===== src/rtl/servo_pwm_decoder.sv =====
// servo_pwm_decoder: measures the high time of a servo-style PWM input and
// decodes it into the motor-path dir code (01 fwd, 10 rev, 00 stop).
// Rejected widths give a one-cycle err strobe. A lost signal raises timeout
// and forces stop.
// Optional feature: define PWM_GLITCH_FILTER_EN to require FILT_LEN stable
// cycles before the synchronized input is allowed to change.
module servo_pwm_decoder #(
    parameter int unsigned CENTER   = 150_000,
    parameter int unsigned DEADBAND = 3_000,
    parameter int unsigned MIN_W    = 50_000,
    parameter int unsigned MAX_W    = 250_000,
    parameter int unsigned TIMEOUT  = 6_000_000,
    parameter int unsigned FILT_LEN = 8
) (
    input  logic        clk,
    input  logic        rst,
    input  logic        pwm_in,
    output logic [21:0] pulse_width,
    output logic [1:0]  dir,
    output logic        valid,
    output logic        err,
    output logic        timeout
);

    localparam logic [21:0] W_MIN   = 22'(MIN_W);
    localparam logic [21:0] W_MAX   = 22'(MAX_W);
    localparam logic [21:0] W_FWD   = 22'(CENTER + DEADBAND);
    localparam logic [21:0] W_REV   = 22'(CENTER - DEADBAND);
    localparam logic [22:0] TO_LIM  = 23'(TIMEOUT);
    localparam logic [1:0]  DIR_STOP = 2'b00;
    localparam logic [1:0]  DIR_FWD  = 2'b01;
    localparam logic [1:0]  DIR_REV  = 2'b10;

    // Catch parameter sets that cannot describe a sane servo window.
    if (FILT_LEN == 0 || MIN_W > MAX_W || DEADBAND > CENTER) begin : g_cfg_bad
        $error("servo_pwm_decoder: inconsistent parameter set");
    end

    typedef enum logic [1:0] {SYNC, ARMED, HIGH} state_t;

    state_t      state_q, state_nxt;
    logic        sync_p0, sync_p1;
    logic        s_in, s_in_d;
    logic        rise, fall;
    logic        meas_start, meas_done;
    logic        in_range;
    logic [21:0] width_q;
    logic [22:0] to_cnt;
    logic [22:0] to_cnt_inc;

    function automatic logic [21:0] sat_inc22(input logic [21:0] v);
        return (&v) ? v : v + 22'd1;
    endfunction

    function automatic logic [22:0] sat_inc23(input logic [22:0] v);
        return (&v) ? v : v + 23'd1;
    endfunction

    function automatic logic [1:0] dir_decode(input logic [21:0] w);
        if (w > W_FWD)      return DIR_FWD;
        else if (w < W_REV) return DIR_REV;
        else                return DIR_STOP;
    endfunction

    // Two-flop synchronizer, preset high so a pin held high through reset is never taken for a rise.
    always_ff @(posedge clk or negedge rst) begin
        if (!rst) begin
            sync_p0 <= 1'b1;
            sync_p1 <= 1'b1;
        end else begin
            sync_p0 <= pwm_in;
            sync_p1 <= sync_p0;
        end
    end

`ifdef PWM_GLITCH_FILTER_EN
    localparam int unsigned FCW = $clog2(FILT_LEN + 1);

    logic [FCW-1:0] filt_cnt;
    logic           s_filt;

    // Follow the synchronized pin only after it has differed for FILT_LEN consecutive cycles.
    always_ff @(posedge clk or negedge rst) begin
        if (!rst) begin
            s_filt   <= 1'b1;
            filt_cnt <= '0;
        end else if (sync_p1 == s_filt) begin
            filt_cnt <= '0;
        end else if (filt_cnt == FCW'(FILT_LEN - 1)) begin
            s_filt   <= sync_p1;
            filt_cnt <= '0;
        end else begin
            filt_cnt <= filt_cnt + 1'b1;
        end
    end

    assign s_in = s_filt;
`else
    assign s_in = sync_p1;
`endif

    // Previous s_in value for edge detection.
    always_ff @(posedge clk or negedge rst) begin
        if (!rst) s_in_d <= 1'b1;
        else      s_in_d <= s_in;
    end

    assign rise       = s_in & ~s_in_d;
    assign fall       = ~s_in & s_in_d;
    assign in_range   = (width_q >= W_MIN) && (width_q <= W_MAX);
    assign to_cnt_inc = sat_inc23(to_cnt);

    // FSM state register.
    always_ff @(posedge clk or negedge rst) begin
        if (!rst) state_q <= SYNC;
        else      state_q <= state_nxt;
    end

    // Next state: SYNC discards any pulse already in progress, ARMED waits for a rise, HIGH measures.
    always_comb begin
        state_nxt  = state_q;
        meas_start = 1'b0;
        meas_done  = 1'b0;
        case (state_q)
            SYNC:  if (!s_in) state_nxt = ARMED;
            ARMED: if (rise) begin
                state_nxt  = HIGH;
                meas_start = 1'b1;
            end
            HIGH:  if (fall) begin
                state_nxt = ARMED;
                meas_done = 1'b1;
            end
            default: state_nxt = SYNC;
        endcase
    end

    // Width counter: starts at 1 on the rising edge, saturating count while the input stays high.
    always_ff @(posedge clk or negedge rst) begin
        if (!rst)                       width_q <= '0;
        else if (meas_start)            width_q <= 22'd1;
        else if (state_q == HIGH && s_in) width_q <= sat_inc22(width_q);
    end

    // Pulse evaluation and loss-of-signal tracking; a rise in the threshold cycle suppresses timeout.
    always_ff @(posedge clk or negedge rst) begin
        if (!rst) begin
            pulse_width <= '0;
            dir         <= DIR_STOP;
            valid       <= 1'b0;
            err         <= 1'b0;
            timeout     <= 1'b1;
            to_cnt      <= '0;
        end else begin
            valid <= 1'b0;
            err   <= 1'b0;
            if (rise) begin
                to_cnt <= '0;
            end else begin
                to_cnt <= to_cnt_inc;
                if (to_cnt_inc == TO_LIM) begin
                    timeout <= 1'b1;
                    dir     <= DIR_STOP;
                end
            end
            if (meas_done) begin
                if (in_range) begin
                    pulse_width <= width_q;
                    dir         <= dir_decode(width_q);
                    valid       <= 1'b1;
                    timeout     <= 1'b0;
                end else begin
                    err <= 1'b1;
                end
            end
        end
    end

endmodule


===== config.mk =====
export PLATFORM = sky130hd
export DESIGN_NAME = servo_pwm_decoder
export DESIGN_NICKNAME = d
export VERILOG_FILES = /design/src/rtl/servo_pwm_decoder.sv
export SDC_FILE = /design/constraint.sdc
export NUM_CORES = 1
export LEC_CHECK = 0
export CAP_MARGIN = 20
export CORE_MARGIN = 5
export CORE_UTILIZATION = 40
export CTS_CLUSTER_DIAMETER = 50
export DETAILED_ROUTE_END_ITERATION = 10
export GPL_ROUTABILITY_DRIVEN = 1
export SKIP_LAST_GASP = 1
export SLEW_MARGIN = 40
export SYNTH_ARGS = -nofsm -noshare
export SYNTH_HDL_FRONTEND = slang
export SYNTH_SLANG_ARGS = --single-unit
export TNS_END_PERCENT = 50

===== constraint.sdc =====
create_clock -name clk -period 4.5 [get_ports clk]
set_input_delay 1.35 -clock clk [delete_from_list [all_inputs] [get_ports clk]]
set_output_delay 1.35 -clock clk [all_outputs]
set_load 0.02 [all_outputs]

==> results of run 1 <==
[power breakdown]
| group | switching [uW] | internal, uW |
|---|---|---|
| combinational | 69.8 | 46.0 |
| clock | 256 | 270 |
| sequential | 37.2 | 718 |
[per-stage QoR]
step	std cells	setup slack [ns]	util	hold WS (ns)
2_1_floorplan	421	2.33	-	0.345
3_3_place_gp	559	1.83	0.437	0.347
3_5_place_dp	559	1.93	0.438	0.349
4_1_cts	575	1.64	0.457	0.370
5_1_grt	575	1.62	0.457	0.375
6_report	575	1.67	0.457	0.364
[cells in the final DEF (no fill, tap or decap), types with 10 or more instances in the layout]
cell type | synthesis | final
dfrtp_1 | 73 | 73
nor2_1 | 47 | 47
nand2_1 | 38 | 38
clkdlybuf4s50_1 | 0 | 28
a21oi_1 | 23 | 23
xor2_1 | 20 | 20
nand4_1 | 18 | 18
nand3_1 | 17 | 17
o21ai_0 | 12 | 12
xnor2_1 | 11 | 11
mux2_4 | 10 | 10
clkbuf_8 | 0 | 10
[routing by layer]
metal / GRT usage / share of wire
met5: 0 / 0
met4: 0.0381 / 0.013
met2: 0.255 / 0.50
met3: 0.0457 / 0.046
met1: 0.193 / 0.44
[sequential cells by signal (all words and copies together) (netlist names), 2 cells and up]
register,cells
to_cnt,23
width_q,22
pulse_width,22
dir,2
state_q,2
[how the worst max path moves through the flow]
stage	start	cells past startpoint	endpoint
final	timeout	1	timeout
after global routing	timeout	1	timeout
after CTS	timeout	1	timeout
after detailed placement	to_cnt[0]	8	dir[1]
after global placement	s_in_d	5	pulse_width[16]
after floorplan	to_cnt[0]	9	dir[1]
[cell families after synthesis]
group / after synthesis
fa+ha+maj: 3
mux: 19
xor+xnor: 31
flops: 77
simple gates: 184
buf+inv: 37
compound gates: 70
[final cells by class]
| cell class | instances | area, um^2 |
|---|---|---|
| Clock buffer | 10 | 138 |
| Clock inverter | 6 | 61.3 |
| Fill cell | 982 | 5530 |
| Inverter | 8 | 30.0 |
| Multi-Input combinational cell | 307 | 2020 |
| Sequential cell | 77 | 1930 |
| Tap cell | 136 | 170 |
| Timing Repair Buffer | 31 | 307 |
==> impl_metrics.env, run 1 <==
export IMPL_fp_row_count=37
export IMPL_synthAdderAreaFrac=0.00908
export IMPL_max_vdd_ir_drop_v=0.000154
export IMPL_place_gp_congestion=0.864
export IMPL_numPortBuffers=29
export IMPL_synthMuxAreaShare=0.0596
export IMPL_grt_max_degree=78
export IMPL_clockBufferDepth=2
export IMPL_synth_simple_area_share=0.242
export IMPL_clk_latency_ns=0.35
export IMPL_async_flop_share=1.00
export IMPL_hold_depth=0
export IMPL_total_power_uw=1400
export IMPL_drt_iter0_markers=130
export IMPL_ys_warnings_count=0
export IMPL_min_to="s_in"
export IMPL_htree_levels=3
export IMPL_yosys_top_cells_area="dfrtp_1 (44%), nor2_1 (4.3%), xor2_1 (4.2%)"
export IMPL_cts_tree="yes"
export IMPL_dominantRegCellSynth="dfrtp_1"
export IMPL_max_stage_delay_ns=0.60
export IMPL_skew_ns=0.00895
export IMPL_critPathBufInv=1
export IMPL_io_pins=30
export IMPL_die_h_um=112
export IMPL_hold_viol_final=0
export IMPL_powerDensity_nw_per_um2=300
export IMPL_startpoint_type="flop"
export IMPL_diodes=0
export IMPL_worstPathCellList="clkdlybuf4s50_1"
export IMPL_rsz0062_at_grt="false"
export IMPL_dp_hpwl_um=6260
export IMPL_wl_per_cell_um=15.4
export IMPL_tightest_slew_ns=0.804
export IMPL_max_slew_margin=0.461
export IMPL_cp_end_kind="output port"
export IMPL_synth_commonest_cells="dfrtp_1 (73), nor2_1 (47), nand2_1 (38)"
export IMPL_path_max_fanout=2
export IMPL_synth_compound_area_frac=0.110
export IMPL_place_area_um2=4460
export IMPL_worst_endpoint_arrival_ns=1.48
export IMPL_syn_inst=421
export IMPL_numClockSinks=77
export IMPL_synth_area_per_cell_um2=9.82
export IMPL_synth_distinct_cells=56
export IMPL_critPathKind="reg -> out"
export IMPL_start_util=0.406
export IMPL_synth_edf_count=0
export IMPL_area_growth_pct=12.6
export IMPL_rrSetupSlack_ns=1.98
export IMPL_leakage_uw=0.00196
export IMPL_vias=3116
export IMPL_cp_required_ns=3.15
export IMPL_timing_fmax_mhz=354
export IMPL_gr_usage_all_layers=0.152
export IMPL_synth_top_family_by_area="simple AND/OR/NAND/NOR gates"
export IMPL_hp_class="reg -> reg"
export IMPL_maxSlewViolCount=0
export IMPL_reg2reg_to="dir[1]"
export IMPL_cts_setup_buffers=0
export IMPL_setup_viol=0
export IMPL_final_area_um2=4660
export IMPL_ys_seq_area_frac=0.467
export IMPL_grt_pass1_vias=3119
export IMPL_hp_start="sync_p0"
export IMPL_antenna_found_initial=0
export IMPL_die_w_um=112
export IMPL_synth_xor_xnor_area_share=0.0657
export IMPL_dieArea_um2=12500
export IMPL_first_pass_iters=4
export IMPL_synth_most_common_cell="dfrtp_1"
export IMPL_routed_via_density=5.42
export IMPL_layout_nets=440
export IMPL_maxCapViolCount=0
export IMPL_setup_tns_ns=0
export IMPL_overflow=0
export IMPL_yosysTopAreaCell="dfrtp_1"
export IMPL_crit_family="buffers and inverters"
export IMPL_grt_pass1_wl_um=15500
export IMPL_drc=0
export IMPL_outcome="completed"
export IMPL_post_route_min_period_ns=2.83
export IMPL_drive_above_1_share=0.105
export IMPL_synth_top_area_frac=0.442
export IMPL_r2r_start="width_q[12]"
export IMPL_cts_hold_buf=0
export IMPL_root_buffer="clkbuf_8"
export IMPL_rr_worst_depth=7
export IMPL_yosys_register_bits=77
export IMPL_period_share=0.628
export IMPL_synth_fp_nets=427
export IMPL_clk_pin_slew_worst_paths_ns=0.08
export IMPL_cts_buffers=9
export IMPL_antenna_left=0
export IMPL_core_um2=10200
export IMPL_cpMaxStageDelayCell="clkdlybuf4s50_1"
export IMPL_synth_area_um2=4140
export IMPL_wl_um=8870
export IMPL_post_cts_resized=0
Power figures use the tool's default switching activity.
==> run 2: changes to the inputs <==
clock period = 2.8 ns   (was 4.5 ns; I/O delays follow)
==> impl_metrics.env, run 2 (synthesized netlist as in run 1, its figures left out) <==
export IMPL_outcome="completed"
export IMPL_drc=0
export IMPL_grt_max_degree=51
export IMPL_max_slew_margin=0.606
export IMPL_clk_pin_slew_worst_paths_ns=0.09
export IMPL_reg2reg_to="dir[0]"
export IMPL_total_power_uw=2280
export IMPL_rrSetupSlack_ns=0.31
export IMPL_hold_depth=0
export IMPL_path_max_fanout=11
export IMPL_period_share=0.891
export IMPL_startpoint_type="flop"
export IMPL_cts_setup_buffers=0
export IMPL_core_um2=10200
export IMPL_most_common_layout_cells="dfrtp_1 (73), nor2_1 (47), nand2_1 (38), clkdlybuf4s50_1 (28), a21oi_1 (23)"
export IMPL_hp_start="sync_p0"
export IMPL_drt_iter0_markers=123
export IMPL_fin_ws_ns=0.305
export IMPL_cts_tree="yes"
export IMPL_regMostFlops="to_cnt"
export IMPL_maxSlewViolCount=0
export IMPL_routed_via_density=5.47
export IMPL_layout_commonest_cell="dfrtp_1"
export IMPL_min_to="s_in"
export IMPL_dp_hpwl_um=6360
export IMPL_r2r_start="width_q[12]"
export IMPL_wl_per_cell_um=15.6
export IMPL_rsz0062_at_grt="false"
export IMPL_numClockSinks=77
export IMPL_layout_nets=445
export IMPL_worst_endpoint_arrival_ns=2.74
export IMPL_max_vdd_ir_drop_v=0.000318
export IMPL_clk_latency_ns=0.36
export IMPL_dieArea_um2=12500
export IMPL_grt_pass1_wl_um=15800
export IMPL_root_buffer="clkbuf_8"
export IMPL_cp_end_kind="flop"
export IMPL_setup_tns_ns=0
export IMPL_fp_row_count=37
export IMPL_grt_pass1_vias=3134
export IMPL_wl_um=9060
export IMPL_diodes=0
export IMPL_htree_levels=3
export IMPL_powerDensity_nw_per_um2=484
export IMPL_post_cts_resized=0
export IMPL_hp_class="reg -> reg"
export IMPL_io_pins=30
export IMPL_register_area_um2=1930
export IMPL_antenna_found_initial=0
export IMPL_cp_required_ns=3.04
export IMPL_clockBufferDepth=2
export IMPL_die_w_um=112
export IMPL_drive_above_1_share=0.113
export IMPL_tightest_slew_ns=0.575
export IMPL_hold_viol_final=0
export IMPL_critPathKind="reg -> reg"
export IMPL_numPortBuffers=29
export IMPL_gr_usage_all_layers=0.153
export IMPL_place_gp_congestion=0.888
export IMPL_area_growth_pct=13.9
export IMPL_largest_registers="to_cnt x23, pulse_width x22, width_q x22"
export IMPL_start_util=0.406
export IMPL_maxCapViolCount=0
export IMPL_cts_hold_buf=0
export IMPL_skew_ns=0.0106
export IMPL_die_h_um=112
export IMPL_post_route_util=0.462
export IMPL_antenna_left=0
export IMPL_overflow=0
export IMPL_setup_viol=0
export IMPL_place_worst_setup_slack_ns=0.308
export IMPL_multi_input_area_um2=2020
export IMPL_leakage_uw=0.00198
export IMPL_post_route_min_period_ns=2.49
export IMPL_first_pass_iters=4
export IMPL_vias=3173
export IMPL_cts_buffers=9
export IMPL_timing_fmax_mhz=401
export IMPL_largest_reg_flops=23
export IMPL_n_fill_cell=971
export IMPL_rr_worst_depth=7
## run 2: cell count changes in the layout (fill, tap and decap cells not counted), sizes merged
| cell | before | now |
|---|---|---|
| clkinvlp | 1 | 2 |
| clkbuf | 10 | 9 |
| inv | 9 | 11 |
| buf | 3 | 8 |
| clkinv | 3 | 1 |
## run 2: where the power goes
part	total [uW]	switching, uW	internal [uW]
registers	1210	56.5	1150
logic	193	117	76.8
clock network	877	452	425
## run 2: critical path, cell delays in order, from the launching register on
cell and delay (ns):
dfrtp_1 0.51, or4_1 0.59, a311oi_2 0.38, nand2_1 0.08
and3_1 0.18, nand2_1 0.34, mux2i_1 0.24, nor2_1 0.06
## run 2: metal layers
metal | GRT usage | up-vias | part of all wire
met5 | 0 | - | 0
met4 | 0.0487 | 0 | 0.016
met3 | 0.0370 | 15 | 0.041
met2 | 0.252 | 67 | 0.49
met1 | 0.199 | 1544 | 0.46
li1 | - | 1547 | -
## run 2: worst max-delay path by stage
stage | start | endpoint | slack [ns]
global route | to_cnt[0] | dir[0] | 0.11
global placement | width_q[12] | dir[0] | 0.30
finish | width_q[12] | dir[0] | 0.31
CTS | width_q[12] | dir[0] | 0.27
floorplan | to_cnt[0] | dir[1] | 0.63
detailed placement | width_q[12] | dir[0] | 0.31
## run 2: cell type report
| class | instances | area share |
|---|---|---|
| multi-input cells | 307 | 0.428 |
| inverters | 8 | 0.00638 |
| clock buffers | 9 | 0.0263 |
| clock inverters | 7 | 0.0175 |
| flip-flops and latches | 77 | 0.410 |
| repair buffers | 36 | 0.0749 |
| well taps | 136 | 0.0361 |
## run 2: metrics by stage
| stage | std cells | hold slack (ns) | instance area (um^2) |
|---|---|---|---|
| after floorplan | 421 | 0.345 | 4140 |
| after CTS | 580 | 0.361 | 4710 |
| after global routing | 580 | 0.363 | 4710 |
| after global placement | 564 | 0.346 | 4500 |
| after detailed placement | 564 | 0.348 | 4500 |
| final | 580 | 0.360 | 4710 |
